File: src/rtl/int_byte_link_pkg.sv
// rtl/int_byte_link_pkg.sv - shared types and helpers for the int-to-byte link
package int_byte_link_pkg;

   localparam int BYTE_W = 8;

   typedef enum logic {
      IDLE = 1'b0,
      SEND = 1'b1
   } state_e;

   // One byte on the link plus its end-of-word marker; the receive end uses the same layout.
   typedef struct packed {
      logic [BYTE_W-1:0] data;
      logic              last;
   } byte_beat_t;

   // A requested byte count of zero means "the whole word".
   function automatic int eff_nbytes(input int n, input int nbytes);
      return (n == 0) ? nbytes : n;
   endfunction

endpackage

File: src/rtl/byte_shift_reg.sv
// rtl/byte_shift_reg.sv - word holding register that hands out one byte per shift
module byte_shift_reg
   import int_byte_link_pkg::*;
#(
   parameter int NBYTES    = 4,
   parameter int MSB_FIRST = 1
) (
   input  logic                       clk,
   input  logic                       rst,
   input  logic                       load,
   input  logic [NBYTES*BYTE_W-1:0]   load_word,
   input  logic [$clog2(NBYTES+1)-1:0] load_n,
   input  logic                       shift,
   output logic [BYTE_W-1:0]          head_byte
);

   localparam int W = NBYTES * BYTE_W;

   logic [W-1:0] data_q;
   logic [W-1:0] data_d;
   int           shamt;

   // Load or advance the register; for MSB-first the selected bytes are left-aligned
   // on load so the head is always the top byte.
   always_comb begin
      data_d = data_q;
      shamt  = 0;
      if (load) begin
         if (MSB_FIRST != 0) begin
            shamt  = BYTE_W * (NBYTES - int'(load_n));
            data_d = load_word << shamt;
         end else begin
            data_d = load_word;
         end
      end else if (shift) begin
         if (MSB_FIRST != 0) begin
            data_d = data_q << BYTE_W;
         end else begin
            data_d = data_q >> BYTE_W;
         end
      end
   end

   // Register update with synchronous clear.
   always_ff @(posedge clk) begin
      if (rst) begin
         data_q <= '0;
      end else begin
         data_q <= data_d;
      end
   end

   assign head_byte = (MSB_FIRST != 0) ? data_q[W-1 -: BYTE_W] : data_q[BYTE_W-1:0];

endmodule

File: src/rtl/int_byte_serializer.sv
// rtl/int_byte_serializer.sv - splits signed words into a last-flagged byte stream
module int_byte_serializer
   import int_byte_link_pkg::*;
#(
   parameter int NBYTES    = 4,
   parameter int MSB_FIRST = 1,
   parameter int CNT_W     = 16
) (
   input  logic                        clk,
   input  logic                        rst,
   input  logic                        in_valid,
   output logic                        in_ready,
   input  logic [NBYTES*8-1:0]         in_word,
   input  logic [$clog2(NBYTES+1)-1:0] in_nbytes,
   output logic                        out_valid,
   input  logic                        out_ready,
   output logic [7:0]                  out_byte,
   output logic                        out_last,
   output logic [CNT_W-1:0]            words_sent,
   output logic                        busy
);

   localparam int NW = $clog2(NBYTES + 1);

   state_e           state_q, state_d;
   logic [NW-1:0]    rem_q, rem_d;
   logic [CNT_W-1:0] cnt_q, cnt_d;
   logic             init_q, init_d;

   logic             accept;
   logic             beat;
   logic [NW-1:0]    n_eff;
   logic [7:0]       head_byte;
   byte_beat_t       cur_beat;

   assign n_eff  = NW'(eff_nbytes(int'(in_nbytes), NBYTES));
   assign accept = in_valid & in_ready;
   assign beat   = out_valid & out_ready;

   // The current byte and its end-of-word flag, only meaningful while a word is held.
   always_comb begin
      cur_beat.data = 8'h00;
      cur_beat.last = 1'b0;
      if (state_q == SEND) begin
         cur_beat.data = head_byte;
         cur_beat.last = (rem_q == NW'(1));
      end
   end

   assign out_valid  = (state_q == SEND);
   assign busy       = (state_q == SEND);
   assign out_byte   = cur_beat.data;
   assign out_last   = cur_beat.last;
   assign words_sent = cnt_q;
   // Accepting on the final beat lets consecutive words stream without a bubble;
   // init_q holds in_ready low for the first cycle out of reset.
   assign in_ready   = init_q & ((state_q == IDLE) | (out_ready & cur_beat.last));

   // Next-state logic: load on acceptance, count down bytes, bump the word counter on the last beat.
   always_comb begin
      state_d = state_q;
      rem_d   = rem_q;
      cnt_d   = cnt_q;
      init_d  = 1'b1;
      case (state_q)
         IDLE: begin
            if (accept) begin
               state_d = SEND;
               rem_d   = n_eff;
            end
         end
         SEND: begin
            if (beat) begin
               rem_d = rem_q - NW'(1);
               if (cur_beat.last) begin
                  cnt_d = cnt_q + CNT_W'(1);
                  if (accept) begin
                     rem_d = n_eff;
                  end else begin
                     state_d = IDLE;
                  end
               end
            end
         end
         default: begin
            state_d = IDLE;
         end
      endcase
   end

   // State registers; reset drops any word in flight and clears the counter.
   always_ff @(posedge clk) begin
      if (rst) begin
         state_q <= IDLE;
         rem_q   <= '0;
         cnt_q   <= '0;
         init_q  <= 1'b0;
      end else begin
         state_q <= state_d;
         rem_q   <= rem_d;
         cnt_q   <= cnt_d;
         init_q  <= init_d;
      end
   end

   byte_shift_reg #(
      .NBYTES    (NBYTES),
      .MSB_FIRST (MSB_FIRST)
   ) u_shift (
      .clk       (clk),
      .rst       (rst),
      .load      (accept),
      .load_word (in_word),
      .load_n    (n_eff),
      .shift     (beat),
      .head_byte (head_byte)
   );

   rem_nonzero_in_send: assert property (@(posedge clk) disable iff (rst)
      (state_q == SEND) |-> (rem_q != '0));

endmodule

File: config.mk
export PLATFORM = sky130hd
export DESIGN_NAME = int_byte_serializer
export DESIGN_NICKNAME = d
export VERILOG_FILES = /design/src/rtl/int_byte_link_pkg.sv /design/src/rtl/byte_shift_reg.sv /design/src/rtl/int_byte_serializer.sv
export SDC_FILE = /design/constraint.sdc
export NUM_CORES = 1
export LEC_CHECK = 0
export CORE_UTILIZATION = 51
export CTS_CLUSTER_DIAMETER = 120
export CTS_CLUSTER_SIZE = 24
export DETAILED_ROUTE_END_ITERATION = 7
export PLACE_DENSITY_LB_ADDON = 0.12
export SLEW_MARGIN = 10
export SYNTH_ARGS = -nofsm -noshare
export SYNTH_HDL_FRONTEND = slang
export SYNTH_SLANG_ARGS = --single-unit
File: constraint.sdc
create_clock -name clk -period 3.8 [get_ports clk]
set_clock_uncertainty 0.2 [all_clocks]
set_input_delay 0.57 -clock clk [delete_from_list [all_inputs] [get_ports clk]]
set_output_delay 0.57 -clock clk [all_outputs]
set_load 0.02 [all_outputs]
==> metrics <==
postcts setup bufs=0; CTS max path bufs=2; register area share after synthesis=0.358; crit-path max cell delay=0.67 ns; RSZ-0062 raised after global routing=false; Worst-path clk slew=0.10 ns; H-tree depth reported by CTS=2; full die area=6130 sq um; area grow syn2layout=28.1%; VDD IR max=218 uV; CP Max Fanout=10; clk sinks=53; FF-to-FF Start=busy; Distinct cells, synth=51; CTS tree=built; Compound-Gate Fraction of Synth Area=0.268; Synth Area in XOR/XNOR=0.0266; combinational share of power=0.186; DRC Markers=0; met2 usage=0.409; drt first pass iters=5; DP Worst Slack=0.448 ns; design area=3800 sq um; Core Util, Final=0.686; vias=2929; TNS Setup=0 ns; clock network fraction of design power=0.350; Placed Area=3670 sq um; slew margin rel.=0.518; Syn Inst Count=344; critical path type=in2out; Max Slew Vio Count=0; slowest cell on the critical path=clkdlybuf4s50_1; HP Class=reg2reg; mux share of post-synthesis cell area=0.0683; Starting Density=0.535; CP required=3.03 ns; final WL=7900 um; status=complete, no violations; WL/cell=16.8 um; post_cts resized=0; Async SR Flop Fraction=0; crit path DAT=2.38 ns; dpl hpwl=5600 um; via/cell ratio=6.22; final net count=442; fillers=486; switching share of power=0.260; final hold slack=0.308 ns; first-pass GRT wire length=13100 um; Startpoint Class=primary input; GRT busiest layer=met2; post-synth net total=388; most used cell, CP=clkdlybuf4s50_1; met3 Track Usage GR=0.0605; port bufs=66; layout cell share with drive strength beyond 1=0.0802; Core ar.=5540 sq um; Max-Cap Viols=0; GP Congestion=0.836; Die W=78.3 um; Yosys warnings=0; final period utilization=0.830; simple-gate share of the synthesized area=0.202; Yosys top cell area share=0.358; Iteration-0 DRC Markers=318; CTS hold repair buffers=0; final setup fails=0; count leader, synth=dfxtp_1; ys flop type=dfxtp_1; Leakage Power=1.36 nW; synthesized flop and latch total=53; cts bufs inserted=5; Area contributors post-synth=dfxtp_1 36%, mux4_2 6.1%, o221ai_1 5.0%, o21ai_0 4.0%, a21boi_0 4.0%; Post-synth top cells=53 x dfxtp_1, 28 x nor2_1, 24 x o21ai_0, 22 x clkbuf_1, 20 x nand2_1; M1 GR Usage=0.388; Max Fclk=317 MHz; All-Layer GR Usage=0.270; grt total ovfl=0; io pins=67; Period minus WS final=3.15 ns; Worst Setup End Kind=primary output; Post-synth EDFFs=0; P_int=964 uW; Cell Area, Synth=2970 sq um; clock root buffer master=clkbuf_8; ANT cells=0; clk_lat worst skew=0.31 ns; largest family of logic cells by synthesized area=compound AO/OA/AOI/OAI gates; sw power=339 uW; sequential power share=0.464; CP startpoint=out_ready; PwrDens=343 nW/um^2; Syn Area/Cell=8.62 sq um; antenna violations before repair=0; setup ws final=0.646 ns; worst hold start=u_shift.data_q[26]; Synth area leader=dfxtp_1; crit-path cells=clkdlybuf4s50_1 > nand4b_4 > nand2_1 > and2_1 > clkdlybuf4s50_1; final hold violation count=0; vias in the first global route=2660; number of routed nets with antenna violations=0; row count=27; Slew @ Worst Pin=0.722 ns; Adder-Cell Fraction of Synth Area=0.0211; chip height=78.3 um; largest net degree at the start of global routing=37
[cell families (layout without fill, tap and decap cells)]
| kind of cell | after synthesis | in the layout |
|---|---|---|
| buffers and inverters | 40 | 95 |
| AO/OA/AOI/OAI | 115 | 115 |
| AND/OR/NAND/NOR | 112 | 112 |
| adder cells (fa/ha/maj) | 5 | 5 |
| XOR/XNOR | 9 | 9 |
| multiplexers | 10 | 10 |
| flip-flops | 53 | 53 |
[path summary, 6_finish.rpt]
path / to / slack, ns / cells past startpoint
worst min-delay path: u_shift.data_q[26] / 0.31 / 2
worst max register to register: words_sent[14] / 1.20 / 4
worst min register to register: u_shift.data_q[26] / 0.31 / 2
worst max-delay path: in_ready / 0.65 / 5
[layout by cell type (no fill, tap or decap), types with 2 or more instances in the layout]
cell             Yosys  layout
nor3_1               5       5
ha_1                 5       5
a21oi_1             16      16
dfxtp_1             53      53
a32oi_1              8       8
bufinv_16            0       2
nand2b_1             3       3
mux4_2               8       8
xnor2_1              8       8
o221ai_1            17      17
o2bb2ai_1            8       8
clkbuf_8             0       5
and2_1               9       9
nand4_1              3       3
nand2_1             20      20
buf_4                1      10
nor2b_1              2       2
nor3b_1              2       2
clkdlybuf4s50_1      0      66
nand3_1              9       9
a31oi_1             10      10
o21ai_1              2       2
or3_1                4       4
o21bai_1             2       2
and3_1              19      19
o21ai_0             24      24
a22oi_1              2       2
a21boi_0            16      16
inv_1               11      11
mux2_2               2       2
nor2_1              28      28
[worst max-delay path: cells and delay by family]
kind / cells / cell delay [ns]
buffers and inverters: 2 / 1.27
and+or+nand+nor: 3 / 0.55
[layer usage]
layer  wire length, um  up-vias
li1                  -     1398
met1              3780     1387
met2              3400      131
met3               605       13
met4               112        0
met5                 0        -
[per-stage QoR]
stage,std cells,power [mW]
global placement,463,0.851
floorplan,344,0.759
detailed placement,463,0.855
CTS,471,1.30
global route,471,1.36
finish,471,1.30
[registers in the layout, indices dropped and copies added, names as in the netlist]
name            cells
words_sent         16
u_shift.data_q     32
init_q              1
busy                1
rem_q               3
[cell type report]
type	count	area, sq um	area share
clock inverters	3	65.1	0.0171
well taps	72	90.1	0.0237
repair buffers	76	736	0.194
inverters	11	41.3	0.0109
clock buffers	5	68.8	0.0181
flip-flops and latches	53	1060	0.279
multi-input cells	251	1740	0.457
[power by group through the flow]
stage / combinational (mW) / clock [mW] / sequential, mW
global placement: 0.235 / 0 / 0.615
finish: 0.242 / 0.456 / 0.605
global route: 0.264 / 0.483 / 0.609
floorplan: 0.151 / 0 / 0.608
detailed placement: 0.238 / 0 / 0.617
CTS: 0.240 / 0.458 / 0.604
Note: power is estimated with default switching activity, not from simulation.
==> edit (config.mk and constraints unchanged) <==
`NBYTES` is set to 4 in 2 places; all go to 2.
--- a/src/rtl/byte_shift_reg.sv
+++ b/src/rtl/byte_shift_reg.sv
@@ -4,3 +4,3 @@
 #(
-   parameter int NBYTES    = 4,
+   parameter int NBYTES    = 2,
    parameter int MSB_FIRST = 1
--- a/src/rtl/int_byte_serializer.sv
+++ b/src/rtl/int_byte_serializer.sv
@@ -4,3 +4,3 @@
 #(
-   parameter int NBYTES    = 4,
+   parameter int NBYTES    = 2,
    parameter int MSB_FIRST = 1,
Ports: changed (resized in_nbytes and in_word); port bits go from 67 to 50. The function was not compared with the original's and may differ.
==> edit against the original RTL <==
  * Routed wire length decreased by 44%
  * Sequential power decreased by 34%
  * Total power down 47%
  * Sequential cell count fell by 17
  * Utilization increased by 4.4 points
  * Worst setup slack improved by 0.24 ns
  * Area after synthesis down 43%
  * Global-route usage down 0.16 points
  * Final area is 40% lower
==> edit: results <==
{
  "ir_worst_vdd_uv": 201,
  "io_buffers": 49,
  "path_clk_slew_ns": 0.11,
  "r2r_slack_ns": 1.31,
  "synthAdderAreaFrac": 0.0147,
  "postPlaceCellArea_um2": 2220,
  "drive_above_1_share": 0.0658,
  "track_usage": 0.268,
  "synthTopCellsByCount": "dfxtp_1 (36), a22oi_1 (21), nor2_1 (21), a21oi_1 (11)",
  "path_max_fanout": 13,
  "firstDrtPassIters": 4,
  "drtIter0Drc": 92,
  "gp_congestion": 0.808,
  "cts_max_path_buffers": 2,
  "maxCapViolations": 0,
  "worstReg2RegStart": "busy$_SDFF_PP0_",
  "clockRootBuffer": "clkbuf_4",
  "synth_xor_area_frac": 0.0514,
  "yosysUniqueCellTypes": 41,
  "grt_max_degree": 36,
  "worst_slew_pin_slew_ns": 0.790,
  "dp.final_hpwl_um": 3150,
  "post_cts_buffers": 0,
  "yosys_warnings": 0,
  "clk_latency_ns": 0.35,
  "grt_pass1_wl_um": 7150,
  "nFillCells": 286,
  "antenna_found_initial": 0,
  "fp.dieW_um": 59.8,
  "power_leakage_nw": 0.804,
  "syn_nets": 220,
  "status": "completed",
  "yosys-top-cells-area": "dfxtp_1 (42%), a22oi_1 (9.2%), nor2_1 (4.6%)",
  "hold_start": "u_shift.data_q[11]$_SDFFE_PP0P_",
  "cts_resized": 0,
  "htree_levels": 2,
  "synth_compound_area_frac": 0.198,
  "p_sw_w": 0.000189,
  "syn2layout_area_growth_pct": 32.7,
  "yosysSeqAreaShare": 0.423,
  "vias_per_cell": 5.92,
  "synthMuxAreaShare": 0.00587,
  "arrival_ns": 2.15,
  "final_nets": 267,
  "antenna-diode-count": 0,
  "wirelength_um": 4430
}
## edit: power by group through the flow
stage	clock network [W]	logic (W)	registers (W)
after global placement	0	0.0000930	0.000406
after global routing	0.000211	0.000107	0.000400
after CTS	0.000195	0.0000971	0.000398
after detailed placement	0	0.0000966	0.000406
after floorplan	0	0.0000568	0.000402
final	0.000195	0.0000986	0.000398
## edit: cell families after synthesis
kind of cell / count (synthesis)
AOI/OAI and AO/OA: 51
xor gates and xnor gates: 10
adders and majority gates: 2
buffers and inverters: 16
DFF: 36
muxes: 1
and+or+nand+nor: 80
## edit: stage by stage
step | instances | hold slack, ns | worst slack, ns
after CTS | 287 | 0.257 | 0.893
after global placement | 280 | 0.238 | 0.913
after detailed placement | 280 | 0.242 | 0.896
after floorplan | 196 | 0.227 | 1.74
after global routing | 287 | 0.292 | 0.791
final | 287 | 0.257 | 0.885
## edit: worst max-delay path, stage by stage
cell	delay (ns)
clkdlybuf4s50_1	0.45
buf_4	0.18
nand2_1	0.11
nand2_1	0.10
and2_1	0.13
clkdlybuf4s50_1	0.59
## edit: final timing paths
path / end / depth (start not counted)
worst max-delay path: in_ready / 6
worst min-delay path: u_shift.data_q[11]$_SDFFE_PP0P_ / 2
worst max register to register: words_sent[15]$_SDFFE_PP0P_ / 4
worst min register to register: u_shift.data_q[11]$_SDFFE_PP0P_ / 2
## edit: per-layer routing
metal / vias up / track usage / part of all wire
met4: 0 / 0.143 / 0.022
met5: - / 0 / 0
met1: 798 / 0.308 / 0.42
met3: 13 / 0.0519 / 0.062
met2: 81 / 0.467 / 0.50
li1: 807 / - / -
## edit: area by class of cell
class,count,share of cell area
Clock buffer,6,0.0182
Clock inverter,1,0.00221
Inverter,4,0.00663
Multi-Input combinational cell,144,0.404
Sequential cell,36,0.318
Tap cell,44,0.0243
Timing Repair Buffer,52,0.227
